$ cat config.mk
export PLATFORM = sky130hd
export DESIGN_NAME = dht11_sched
export DESIGN_NICKNAME = d
export VERILOG_FILES = /design/src/rtl/dht_pkg.sv /design/src/rtl/dht_crc_chk.sv /design/src/rtl/dht11_sched.sv
export SDC_FILE = /design/constraint.sdc
export NUM_CORES = 1
export LEC_CHECK = 0
export CORE_MARGIN = 3
export CORE_UTILIZATION = 55
export CTS_CLUSTER_DIAMETER = 50
export DETAILED_ROUTE_END_ITERATION = 8
export PLACE_DENSITY = 0.8
export REMOVE_ABC_BUFFERS = 1
export SKIP_LAST_GASP = 1
export SLEW_MARGIN = 20
export SYNTH_ARGS = -nofsm -noshare
export SYNTH_HDL_FRONTEND = slang
export SYNTH_HIERARCHICAL = 1
export SYNTH_SLANG_ARGS = --single-unit
$ cat constraint.sdc
create_clock -name i_Clock -period 5.8 [get_ports i_Clock]
set_input_delay 0.58 -clock i_Clock [delete_from_list [all_inputs] [get_ports i_Clock]]
set_output_delay 0.58 -clock i_Clock [all_outputs]
set_load 0.02 [all_outputs]
$ cat src/rtl/dht_pkg.sv
// rtl/dht_pkg.sv - shared command, response and state definitions for the dht11 scheduler
package dht_pkg;

  localparam logic [7:0] CMD_STATUS   = 8'h00;
  localparam logic [7:0] CMD_TEMP     = 8'h01;
  localparam logic [7:0] CMD_HUM      = 8'h02;
  localparam logic [7:0] CMD_CONT_T   = 8'h03;
  localparam logic [7:0] CMD_CONT_H   = 8'h04;
  localparam logic [7:0] CMD_CONT_OFF = 8'h05;

  localparam logic [7:0] RSP_OK       = 8'h00;
  localparam logic [7:0] RSP_TEMP     = 8'h09;
  localparam logic [7:0] RSP_HUM      = 8'h08;
  localparam logic [7:0] RSP_CONT_OFF = 8'h0A;
  localparam logic [7:0] RSP_FAULT    = 8'h1F;
  localparam logic [7:0] RSP_INVALID  = 8'hFF;

  localparam logic [7:0] FLT_DRV      = 8'h01;
  localparam logic [7:0] FLT_CRC      = 8'h02;
  localparam logic [7:0] FLT_TIMEOUT  = 8'h03;

  typedef enum logic [2:0] {
    ST_IDLE, ST_GAP, ST_LAUNCH, ST_BUSY, ST_EVAL, ST_RESP
  } state_t;

  typedef enum logic [1:0] {
    RD_STATUS, RD_TEMP, RD_HUM
  } rd_kind_t;

  // Commands 0x00..0x04 all start a sensor read.
  function automatic logic cmd_is_read(input logic [7:0] cmd);
    return cmd <= CMD_CONT_H;
  endfunction

endpackage

$ cat src/rtl/dht_crc_chk.sv
// rtl/dht_crc_chk.sv - checks the dht11 checksum byte against the modulo-256 sum of the data bytes
module dht_crc_chk
  import dht_pkg::*;
(
  input  logic [7:0] hum_int,
  input  logic [7:0] hum_float,
  input  logic [7:0] temp_int,
  input  logic [7:0] temp_float,
  input  logic [7:0] crc,
  output logic       ok
);

  logic [7:0] sum;

  assign sum = hum_int + hum_float + temp_int + temp_float;
  assign ok  = (sum == crc);

endmodule

$ cat src/rtl/dht11_sched.sv
// rtl/dht11_sched.sv - dht11 transaction scheduler: commands, inter-read gap, fault classification, responses
module dht11_sched
  import dht_pkg::*;
#(
  parameter int MIN_GAP_CYC = 100000000,
  parameter int TIMEOUT_CYC = 25000000,
  parameter int START_CYC   = 4
) (
  input  logic       i_Clock,
  input  logic       i_Rst_n,
  input  logic       i_Cmd_Valid,
  input  logic [7:0] i_Cmd,
  output logic       o_Cmd_Ready,
  output logic       o_Rsp_Valid,
  output logic [7:0] o_Rsp_Code,
  output logic [7:0] o_Rsp_Data,
  input  logic       i_Rsp_Ready,
  output logic       o_Dht_En,
  output logic       o_Dht_Rst,
  input  logic       i_Dht_Wait,
  input  logic       i_Dht_Error,
  input  logic [7:0] i_Hum_Int,
  input  logic [7:0] i_Hum_Float,
  input  logic [7:0] i_Temp_Int,
  input  logic [7:0] i_Temp_Float,
  input  logic [7:0] i_Crc,
  output logic       o_Cont,
  output logic       o_Busy
);

  localparam logic [31:0] GAP_END    = 32'(MIN_GAP_CYC);
  localparam logic [31:0] TOUT_LAST  = 32'(TIMEOUT_CYC - 1);
  localparam logic [31:0] START_LAST = 32'(START_CYC);

  state_t      state, state_next;
  rd_kind_t    rd_kind, cont_kind;
  logic [31:0] gap_cnt, step_cnt;
  logic [7:0]  rsp_code, rsp_data;
  logic        gap_ok, accept, tout_hit, tout_seen, err_seen, crc_ok, cont, cmd_ready;

  assign gap_ok = (gap_cnt >= GAP_END);
  assign accept = cmd_ready && i_Cmd_Valid;

  dht_crc_chk u_crc (
    .hum_int    (i_Hum_Int),
    .hum_float  (i_Hum_Float),
    .temp_int   (i_Temp_Int),
    .temp_float (i_Temp_Float),
    .crc        (i_Crc),
    .ok         (crc_ok)
  );

  always_ff @(posedge i_Clock or negedge i_Rst_n) begin
    if (!i_Rst_n) state <= ST_IDLE;
    else          state <= state_next;
  end

  always_comb begin
    state_next = state;
    tout_hit   = 1'b0;
    case (state)
      ST_IDLE: begin
        if (accept)             state_next = cmd_is_read(i_Cmd) ? ST_GAP : ST_RESP;
        else if (cont && gap_ok) state_next = ST_LAUNCH;
      end
      ST_GAP:    if (gap_ok) state_next = ST_LAUNCH;
      ST_LAUNCH: begin
        if (i_Dht_Wait) state_next = ST_BUSY;
        else if (step_cnt >= START_LAST) begin
          state_next = ST_EVAL;
          tout_hit   = 1'b1;
        end
      end
      ST_BUSY: begin
        if (!i_Dht_Wait) state_next = ST_EVAL;
        else if (step_cnt >= TOUT_LAST) begin
          state_next = ST_EVAL;
          tout_hit   = 1'b1;
        end
      end
      ST_EVAL: state_next = ST_RESP;
      ST_RESP: if (i_Rsp_Ready) state_next = ST_IDLE;
      default: state_next = ST_IDLE;
    endcase
  end

  always_ff @(posedge i_Clock or negedge i_Rst_n) begin
    if (!i_Rst_n) begin
      cmd_ready <= 1'b0;
      gap_cnt   <= '0;
      step_cnt  <= '0;
      tout_seen <= 1'b0;
      err_seen  <= 1'b0;
      cont      <= 1'b0;
      rd_kind   <= RD_STATUS;
      cont_kind <= RD_TEMP;
      rsp_code  <= 8'h00;
      rsp_data  <= 8'h00;
    end else begin
      cmd_ready <= (state_next == ST_IDLE);

      // Gap restarts when a read ends and saturates once elapsed.
      if (state_next == ST_EVAL) gap_cnt <= '0;
      else if (!gap_ok)          gap_cnt <= gap_cnt + 32'd1;

      if (state_next != state) step_cnt <= '0;
      else if (state == ST_LAUNCH || state == ST_BUSY) step_cnt <= step_cnt + 32'd1;

      if (state_next == ST_LAUNCH && state != ST_LAUNCH) begin
        tout_seen <= 1'b0;
        err_seen  <= 1'b0;
      end else begin
        if (tout_hit) tout_seen <= 1'b1;
        if (state == ST_BUSY && i_Dht_Error) err_seen <= 1'b1;
      end

      if (accept) begin
        case (i_Cmd)
          CMD_STATUS: rd_kind <= RD_STATUS;
          CMD_TEMP:   rd_kind <= RD_TEMP;
          CMD_HUM:    rd_kind <= RD_HUM;
          CMD_CONT_T: begin
            rd_kind   <= RD_TEMP;
            cont_kind <= RD_TEMP;
            cont      <= 1'b1;
          end
          CMD_CONT_H: begin
            rd_kind   <= RD_HUM;
            cont_kind <= RD_HUM;
            cont      <= 1'b1;
          end
          CMD_CONT_OFF: begin
            cont     <= 1'b0;
            rsp_code <= RSP_CONT_OFF;
            rsp_data <= 8'h00;
          end
          default: begin
            rsp_code <= RSP_INVALID;
            rsp_data <= i_Cmd;
          end
        endcase
      end else if (state == ST_IDLE && state_next == ST_LAUNCH) begin
        rd_kind <= cont_kind;
      end

      if (state == ST_EVAL) begin
        if (tout_seen) begin
          rsp_code <= RSP_FAULT;
          rsp_data <= FLT_TIMEOUT;
        end else if (err_seen) begin
          rsp_code <= RSP_FAULT;
          rsp_data <= FLT_DRV;
        end else if (!crc_ok) begin
          rsp_code <= RSP_FAULT;
          rsp_data <= FLT_CRC;
        end else begin
          case (rd_kind)
            RD_TEMP: begin
              rsp_code <= RSP_TEMP;
              rsp_data <= i_Temp_Int;
            end
            RD_HUM: begin
              rsp_code <= RSP_HUM;
              rsp_data <= i_Hum_Int;
            end
            default: begin
              rsp_code <= RSP_OK;
              rsp_data <= 8'h00;
            end
          endcase
        end
      end
    end
  end

  // Driver is released from reset only while a read is in flight.
  assign o_Dht_En    = 1'b1;
  assign o_Dht_Rst   = !(state == ST_LAUNCH || state == ST_BUSY);
  assign o_Cmd_Ready = cmd_ready;
  assign o_Rsp_Valid = (state == ST_RESP);
  assign o_Rsp_Code  = rsp_code;
  assign o_Rsp_Data  = rsp_data;
  assign o_Cont      = cont;
  assign o_Busy      = (state != ST_IDLE);

endmodule

## Yosys cells after proc, flatten, opt, wreduce, memory -nomap -nowiden

Cells that the tools add are included.

- Add/sub/neg operators: 5
- Reductions and logical operators: 26
- Equal/unequal tests: 20
- Muxes and demuxes: 42
- Order comparisons: 4

Operator list:

| cell | count |
|---|---|
| $mux 32 | 4 |
| $add 32x1->32 const B | 2 |
| $mux 8 | 7 |
| $pmux 8 s2 | 3 |
| $ge 32x25->1 const B | 1 |
| $ge 32x27->1 const B | 1 |
| $ge 32x3->1 const B | 1 |
| $mux 3 | 9 |
| $add 8x8->8 | 3 |
| $pmux 3 s6 | 1 |
| $eq 8x2->1 const B | 2 |
| $eq 8x3->1 const B | 2 |
| $mux 5 | 3 |
| $reduce_bool 2->1 | 7 |
| $eq 3x2->1 const B | 3 |
| $eq 3x3->1 const B | 3 |
| $eq 8x1->1 const B | 1 |
| $eq 8x8->1 | 1 |
| $le 8x3->1 const B | 1 |
| $logic_not 8->1 | 1 |
| $mux 1 | 8 |
| $pmux 4 s2 | 1 |
| $reduce_and 2->1 | 4 |
| $logic_not 3->1 | 2 |
| other kinds (17) | 26 |

- Logic and storage cells: 108
- Register bits: 91
- Bits of input ports: 54

## Logic depth before layout (Yosys ltp)

- Word-level depth: 9
- Mapped depth: 15
- Depth with buffers taken out: 15

## Hierarchy

Netlist, hierarchy kept.

Modules (own cells, without submodules):

| module | area each (sq um) | cells an instance | instances | sequential area each (sq um) |
|---|---|---|---|---|
| dht11_sched | 4913.5 | 529 | 1 | 2203.4 |
| dht_crc_chk | 656.9 | 65 | 1 | 0.0 |

## Worst setup path after synthesis

OpenSTA, ideal clock, no wires.

- Kind: input to register
- Start: input i_Hum_Int[1]
- End: register rsp_data[2] (netlist: o_Rsp_Data[2])
- Arrival time: 3.729 ns
- Slack: 2.006 ns
- Setup time: 0.065 ns
- Stages on the path: 14
- Data required time: 5.735 ns
- Cell sequence: fa_1 -> inv_1 -> fa_1 -> inv_1 -> ha_1 -> fa_1 -> xor2_1 -> nor4_1 -> nand3_1 -> nor3_2 -> nand3_1 -> or2_2 -> o22ai_1 -> o21a_1

- Longest elaborated chain between the ends: 8

Ends and longest elaborated chain:

| what | RTL line | source |
|---|---|---|
| from (decl) | dht11_sched.sv:22 | `input logic [7:0] i_Hum_Int,` |
| $add 8x8->8 (3 in a row) | dht_crc_chk.sv:15 | `assign sum = hum_int + hum_float + temp_int + temp_float;` |
| $eq 8x8->1 | dht_crc_chk.sv:16 | `assign ok = (sum == crc);` |
| net crc_ok | dht11_sched.sv:39 | `logic gap_ok, accept, tout_hit, tout_seen, err_seen, crc_ok, cont, cmd_ready;` |
| $mux 8 | dht11_sched.sv:153 | `end else if (!crc_ok) begin` |
| $mux 8 | dht11_sched.sv:150 | `end else if (err_seen) begin` |
| $mux 8 | dht11_sched.sv:147 | `if (tout_seen) begin` |
| $mux 8 | dht11_sched.sv:146 | `if (state == ST_EVAL) begin` |
| to (signal assigned) | dht11_sched.sv:139 | `rsp_data <= i_Cmd;` |
| to (signal assigned) | dht11_sched.sv:160 | `rsp_data <= i_Temp_Int;` |
| to (signal assigned) | dht11_sched.sv:164 | `rsp_data <= i_Hum_Int;` |
| to (decl) | dht11_sched.sv:38 | `logic [7:0] rsp_code, rsp_data;` |

The timed path passes the listed nets, and every way through them passes these cells.
A chain may end at the register's enable or synchronous reset.

## Worst setup path in the final report

- Start: input i_Hum_Int[1]
- End: register rsp_data[3] (netlist: o_Rsp_Data[3])

The elaborated chain is that of the path after synthesis.

==> parameters.txt <==
Parameter                              Value

Yosys
  Syn avg cell area    about 9.4 um^2
  Fraction of the yosys area taken by sequential cells    approximately 40%
  Largest cells by area after synthesis    dfrtp_1 (39%), xnor2_1 (5.3%), fa_1 (5.0%), xor2_1 (4.4%), nor4_1 (4.4%)
  Biggest area consumer among synthesized cells    dfrtp_1
  Count of yosys warnings during synthesis    6
  Ys async rst share    between 90% and 100%
  Synthesized netlist cell count    between 500 and 600
  Most instantiated cells after synthesis    dfrtp_1 (87), nor4_1 (39), nand2_1 (37), inv_1 (35), nor2_1 (35)
  Flops & latches, synth    88
  Share of the synthesized area in the top cell type    39.1%
  Most frequent cell after synthesis    dfrtp_1
  Commonest register cell after synthesis    dfrtp_1
  Post-synth EDFFs    0
  Combined area of all synthesized cells    0.00557 mm^2
  Number of distinct library cells after synthesis    just over 60

Die
  Initial standard-cell utilization of the core    a little under three fifths
  Die Span X    about 110 um
  Height of the die    approximately 110 um
  Row cnt    36
  Die area    ~0.011 mm^2
  IO Count    76
  Core region area    about 0.0098 mm^2

Power
  Total power divided by cell area    about 300 mW/mm^2
  Worst IR drop on VDD    approximately 0.15 mV
  Leakage    ~0.0027 uW

Finish
  Finished layout cell area    0.00657 mm^2
  Filler cells    ~810
  Signed area change from the synthesized netlist to the final layout    18.0%
  Fraction of layout cells with a size suffix above 1    4.73%
  Number of antenna cells inserted    0
  Net count of the finished layout    about 730

Critical path
  Kind of capture point of the worst setup path    register
  Critical-path maximum fanout    6
  Required time at the worst-slack endpoint    just over 6 ns
  R2R Path End    gap_cnt[24]
  Reg-to-reg critical path startpoint    gap_cnt[11]
  R2R cell count    6
  CP arrival    approximately 4.6 ns
  Worst Setup Start Kind    input pin
  Register-to-register setup slack    around 2.7 ns
  Critical path class    in2reg

Clock tree
  Maximum level of the CTS H-tree    3
  Hold buffer count at cts    0
  Total setup buffers inserted after CTS    0
  Clock root buffer master    clkbuf_8
  Number of buffers created by CTS    9
  Clock latency reported for the late side of the worst-skew pair    approximately 0.35 ns
  Clock edge transition at the registers on the reported setup and hold paths    0.08 ns
  Max clock buf depth    2
  Number of clock sinks    roughly 90
  Cts repair resizes    0
  Clock tree from TritonCTS    built

Flow run
  Maxcap violations    0

Timing
  Timing-limited maximum frequency    around 0.23 GHz
  Clock skew    between 0.008 and 0.009 ns
  Measured slew at the worst slew-check pin    between 0.8 and 0.9 ns
  Post-Route Setup TNS    0 ns
  RSZ-0062 raised after global routing    no
  Final Hold Slack    between 0.2 and 0.25 ns
  Normalized max-slew margin    between 40% and 50%
  Max-slew violation total from the final report    0
  Final Critical Period    4.29 ns
  Final worst-path cycle share    roughly three quarters
  Fin. Hold Viols    0
  Setup violation total in the final timing report    0

GRT
  Maximum number of pins on one net before global-route repair    between 80 and 90
  Residual overflow from global routing    0
  Gr usage total    23.4%
  Vias in the first global route    roughly 4500
  First-pass GRT wire length    between 20000 and 25000 um
  Number of antenna violations at the first check in global routing    0

Detailed routing
  Highest metal used    met4
  Routed met1 length    about 5800 um
  Post-DRT Antenna Nets    0
  Total met3 wirelength after detailed routing    between 700 and 800 um
  Met2 WL post-DR    approximately 6300 um
  First-pass DRT Iterations    6
  DRC violation count after routing    0
  Violation count after the first detailed-routing iteration    around 280
  Overall routed net length    roughly 13000 um
  Routed wire length per instance    ~17 um
  Via count    4738
  Number of vias per cell    6.01

Placement
  Routability congestion estimate    between 0.8 and 0.9
  Count of input and output buffers    74
  Dpl hpwl    ~9400 um
  Placement-stage cell area    between 0.006 and 0.007 mm^2

Worst hold path
  Hold Crit Class    in2async

Run status
  Run status    finished clean
-- stage by stage --
step                instances  power, uW  setup WS [ns]  util, %
floorplan                 563       1170           2.01        -
global placement          772       1460           1.34     64.5
detailed placement        772       1480           1.16     64.5
CTS                       788       1980           1.54     66.9
global route              788       2080           1.30     66.9
finish                    788       1970           1.51     66.9
-- cells by family after synthesis --
logic type / Yosys count / share of synthesized area [%]
compound gates: 111 / 13.5
xor+xnor: 62 / 9.75
fa+ha+maj: 28 / 8.18
other cells: 1 / 0.0673
simple gates: 234 / 23.1
flops: 88 / 39.6
buf+inv: 66 / 5.10
mux: 4 / 0.741
-- cell type report --
cell class	instances	area, um^2	share of cell area (%)
clock buffer	13	139	2.11
clock inverter	3	90.1	1.37
inverter	35	131	2.00
multi-input combinational	440	3090	46.9
sequential	88	2200	33.5
tap	133	166	2.53
timing repair buffer	76	757	11.5
-- power by group --
part | leakage, uW | internal [uW] | switching, uW
logic | 0.00154 | 317 | 437
registers | 0.00108 | 669 | 49.6
clock network | 0.000112 | 287 | 207
-- registers in the layout, indices dropped and copies added, names as in the netlist, 2 cells and up --
name        count
state           3
o_Rsp_Code      5
step_cnt       32
gap_cnt        32
o_Rsp_Data      8
cont_kind       2
rd_kind         2
-- critical path, cell delays in order --
cell and delay, ns:
clkdlybuf4s50_1 0.45, fa_1 0.55, inv_1 0.05, fa_1 0.51, inv_1 0.05, ha_1 0.22
fa_1 0.45, xor2_1 0.17, nor4_1 0.30, nand3_1 0.13, nor3_2 0.18, nand3_1 0.18
or2_2 0.39, o21ai_0 0.21, o21a_1 0.14
-- how the worst max path moves through the flow --
| stage | from | endpoint | slack [ns] |
|---|---|---|---|
| 5_1_grt | i_Hum_Int[1] | o_Rsp_Data[6] | 1.30 |
| 3_5_place_dp | i_Hum_Int[1] | o_Rsp_Data[3] | 1.16 |
| 2_1_floorplan | i_Hum_Int[1] | o_Rsp_Data[2] | 2.01 |
| 3_3_place_gp | i_Hum_Int[1] | o_Rsp_Data[6] | 1.34 |
| 6_report | i_Hum_Int[1] | o_Rsp_Data[3] | 1.51 |
| 4_1_cts | i_Hum_Int[1] | o_Rsp_Data[3] | 1.54 |
-- routing by layer --
metal | track usage [%] | vias to the layer above
li1 | - | 2255
met1 | 33.0 | 2323
met2 | 37.4 | 140
met3 | 4.88 | 20
met4 | 5.75 | 0
met5 | 0 | -
-- cell usage in the layout, fill, tap and decap left out, types with 18 or more instances in the layout --
master	synthesis	final
xor2_1	28	28
nand3_1	29	29
nor4_1	39	39
a21oi_1	26	26
inv_1	35	35
nand2_1	37	37
nor2_1	35	35
dfrtp_1	87	87
clkdlybuf4s50_1	0	73
nand4_1	18	18
xnor2_1	34	34
o21ai_0	24	24
Note: power is estimated with default switching activity, not from simulation.
==> patch, RTL diff (same flow settings) <==
Encoding of `rd_kind_t`: now one-hot (3 bits for 3 values).
--- a/src/rtl/dht_pkg.sv
+++ b/src/rtl/dht_pkg.sv
@@ -23,8 +23,8 @@
     ST_IDLE, ST_GAP, ST_LAUNCH, ST_BUSY, ST_EVAL, ST_RESP
   } state_t;
 
-  typedef enum logic [1:0] {
-    RD_STATUS, RD_TEMP, RD_HUM
+  typedef enum logic [2:0] {
+    RD_STATUS = 3'b001, RD_TEMP = 3'b010, RD_HUM = 3'b100
   } rd_kind_t;
 
   // Commands 0x00..0x04 all start a sensor read.
Behaviour: same outputs for any inputs over 10 cycles, from zero or initial values and one cycle with i_Rst_n low; not proved beyond that.
==> patch against the original RTL <==
  * Critical path depth unchanged
  * Critical path type unchanged
  * Cell area rose by 5.2%
  * Area after synthesis increased by 6.3%
  * Worst setup slack improved by 100 ps
  * Total power grew 5.6%
  * Worst hold slack worse by 130 ps
  * Sequential cell count grew 1
  * Final cell count grew 5.6%
  * Routed wire length rose by 13%
  * Count of clock-buffer cells in the layout shrank 4
  * Die area up 5.9%
  * Clock power fell by 15%
  * Global-route usage grew 2.0 points
==> patch: results (changes against the original RTL) <==
INFO  metric finalWeightedCongestion = 0.855 (+0.66%)
INFO  metric core_area = 0.0104 mm² (+6.1%)
INFO  metric route.final.wire_length = 14,800 µm (+13%)
INFO  metric nonClockInverterCount = 31 (-11%)
INFO  metric r2r_setup_slack = 2720 ps (+30 ps)
INFO  metric synth.top_cells.by_count = dfrtp_1 (87), a21oi_1 (61), xnor2_1 (41)
INFO  metric ys_seq_area_share = 37.7% (-1.9 points)
INFO  metric dpl_worst_slack = 1240 ps (+75.2 ps)
INFO  metric arrival_time_at_the_worst_endpoint = 4510 ps (-80 ps)
INFO  metric yosysUniqueCellTypes = 71 (+15%)
INFO  metric relSlewSlack = 34.2% (-11 points)
INFO  metric drt-pass1-iter-count = 5 (-1)
INFO  metric grt_pass1_vias = 5,068 (+12%)
INFO  metric max-vdd-ir-drop = 0.289 mV (+89%)
INFO  metric critical_path.reg2reg.startpoint = state[1]
INFO  metric yosys-top-cells-area = dfrtp_1 (37%), xnor2_1 (6.1%), a21oi_1 (5.2%)
INFO  metric clock_tree_area_fraction = 2.66% (-0.82 points)
INFO  metric detailedPlacementHpwl = 10,400 µm (+10%)
INFO  metric multiInputGateArea = 0.00342 mm² (+11%)
INFO  metric sequential_cell_total = 89 (+1.1%)
INFO  metric reg2reg_depth = 7 (+1)
INFO  metric final_net_count = 771 (+5.3%)
INFO  metric drt_iter0_markers = 344 (+25%)
INFO  metric layout.non_clock_buffers = 81 (+6.6%)
INFO  metric grt_start_max_net_pins = 63 (-29%)
INFO  metric total_number_of_vias = 5,292 (+12%)
INFO  metric status = complete, no violations
INFO  metric num-multi-input-gates = 480 (+9.1%)
INFO  metric final-nonclk-buf-share = 11.5% (-0.028 points)
INFO  metric grt_pass1_wl = 24,600 µm (+12%)
==> patch: changes by cell type in the layout (fill, tap and decap cells not counted), sizes merged, moves of 5 or more <==
cell / before / now
o311ai: 1 / 32
nor4: 41 / 9
a21oi: 26 / 61
buf: 3 / 8
nor2: 35 / 28
o21ai: 25 / 33
xnor2: 34 / 41
xor2: 28 / 18
==> patch: metal layers <==
metal | track usage, % | vias up | wire length, µm
li1 | - | 2472 | -
met1 | 35.6 | 2597 | 6310
met2 | 40.5 | 214 | 7250
met3 | 5.64 | 9 | 1090
met4 | 6.06 | 0 | 102
met5 | 0 | - | 0
==> patch: kinds of logic after synthesis <==
kind of cell | count (synthesis) | share of synthesized area (%)
compound gates | 189 | 21.8
xor+xnor | 59 | 8.73
fa+ha+maj | 25 | 7.06
buf+inv | 70 | 4.95
flops | 89 | 37.7
mux | 5 | 0.909
other cells | 1 | 0.0634
simple gates | 201 | 18.8
==> patch: through the flow <==
stage	utilization, %	hold slack [ps]	instances
floorplan	-	284	600
global placement	64.4	474	816
detailed placement	64.4	477	816
CTS	66.2	114	831
global route	66.4	124	832
finish	66.4	105	832
==> patch: worst max-delay path by stage <==
stage,end,slack [ps],cells after the start
floorplan,o_Rsp_Data[3],1970,14
global placement,o_Rsp_Data[6],1350,15
detailed placement,o_Rsp_Data[5],1240,15
CTS,o_Rsp_Data[5],1620,15
global route,o_Rsp_Data[4],1290,15
finish,o_Rsp_Data[5],1610,15
==> patch: report_power, final <==
part	total (mW)	internal [mW]	switching [mW]
Clock	0.418	0.194	0.224
Sequential	0.819	0.714	0.105
Combinational	0.840	0.354	0.486
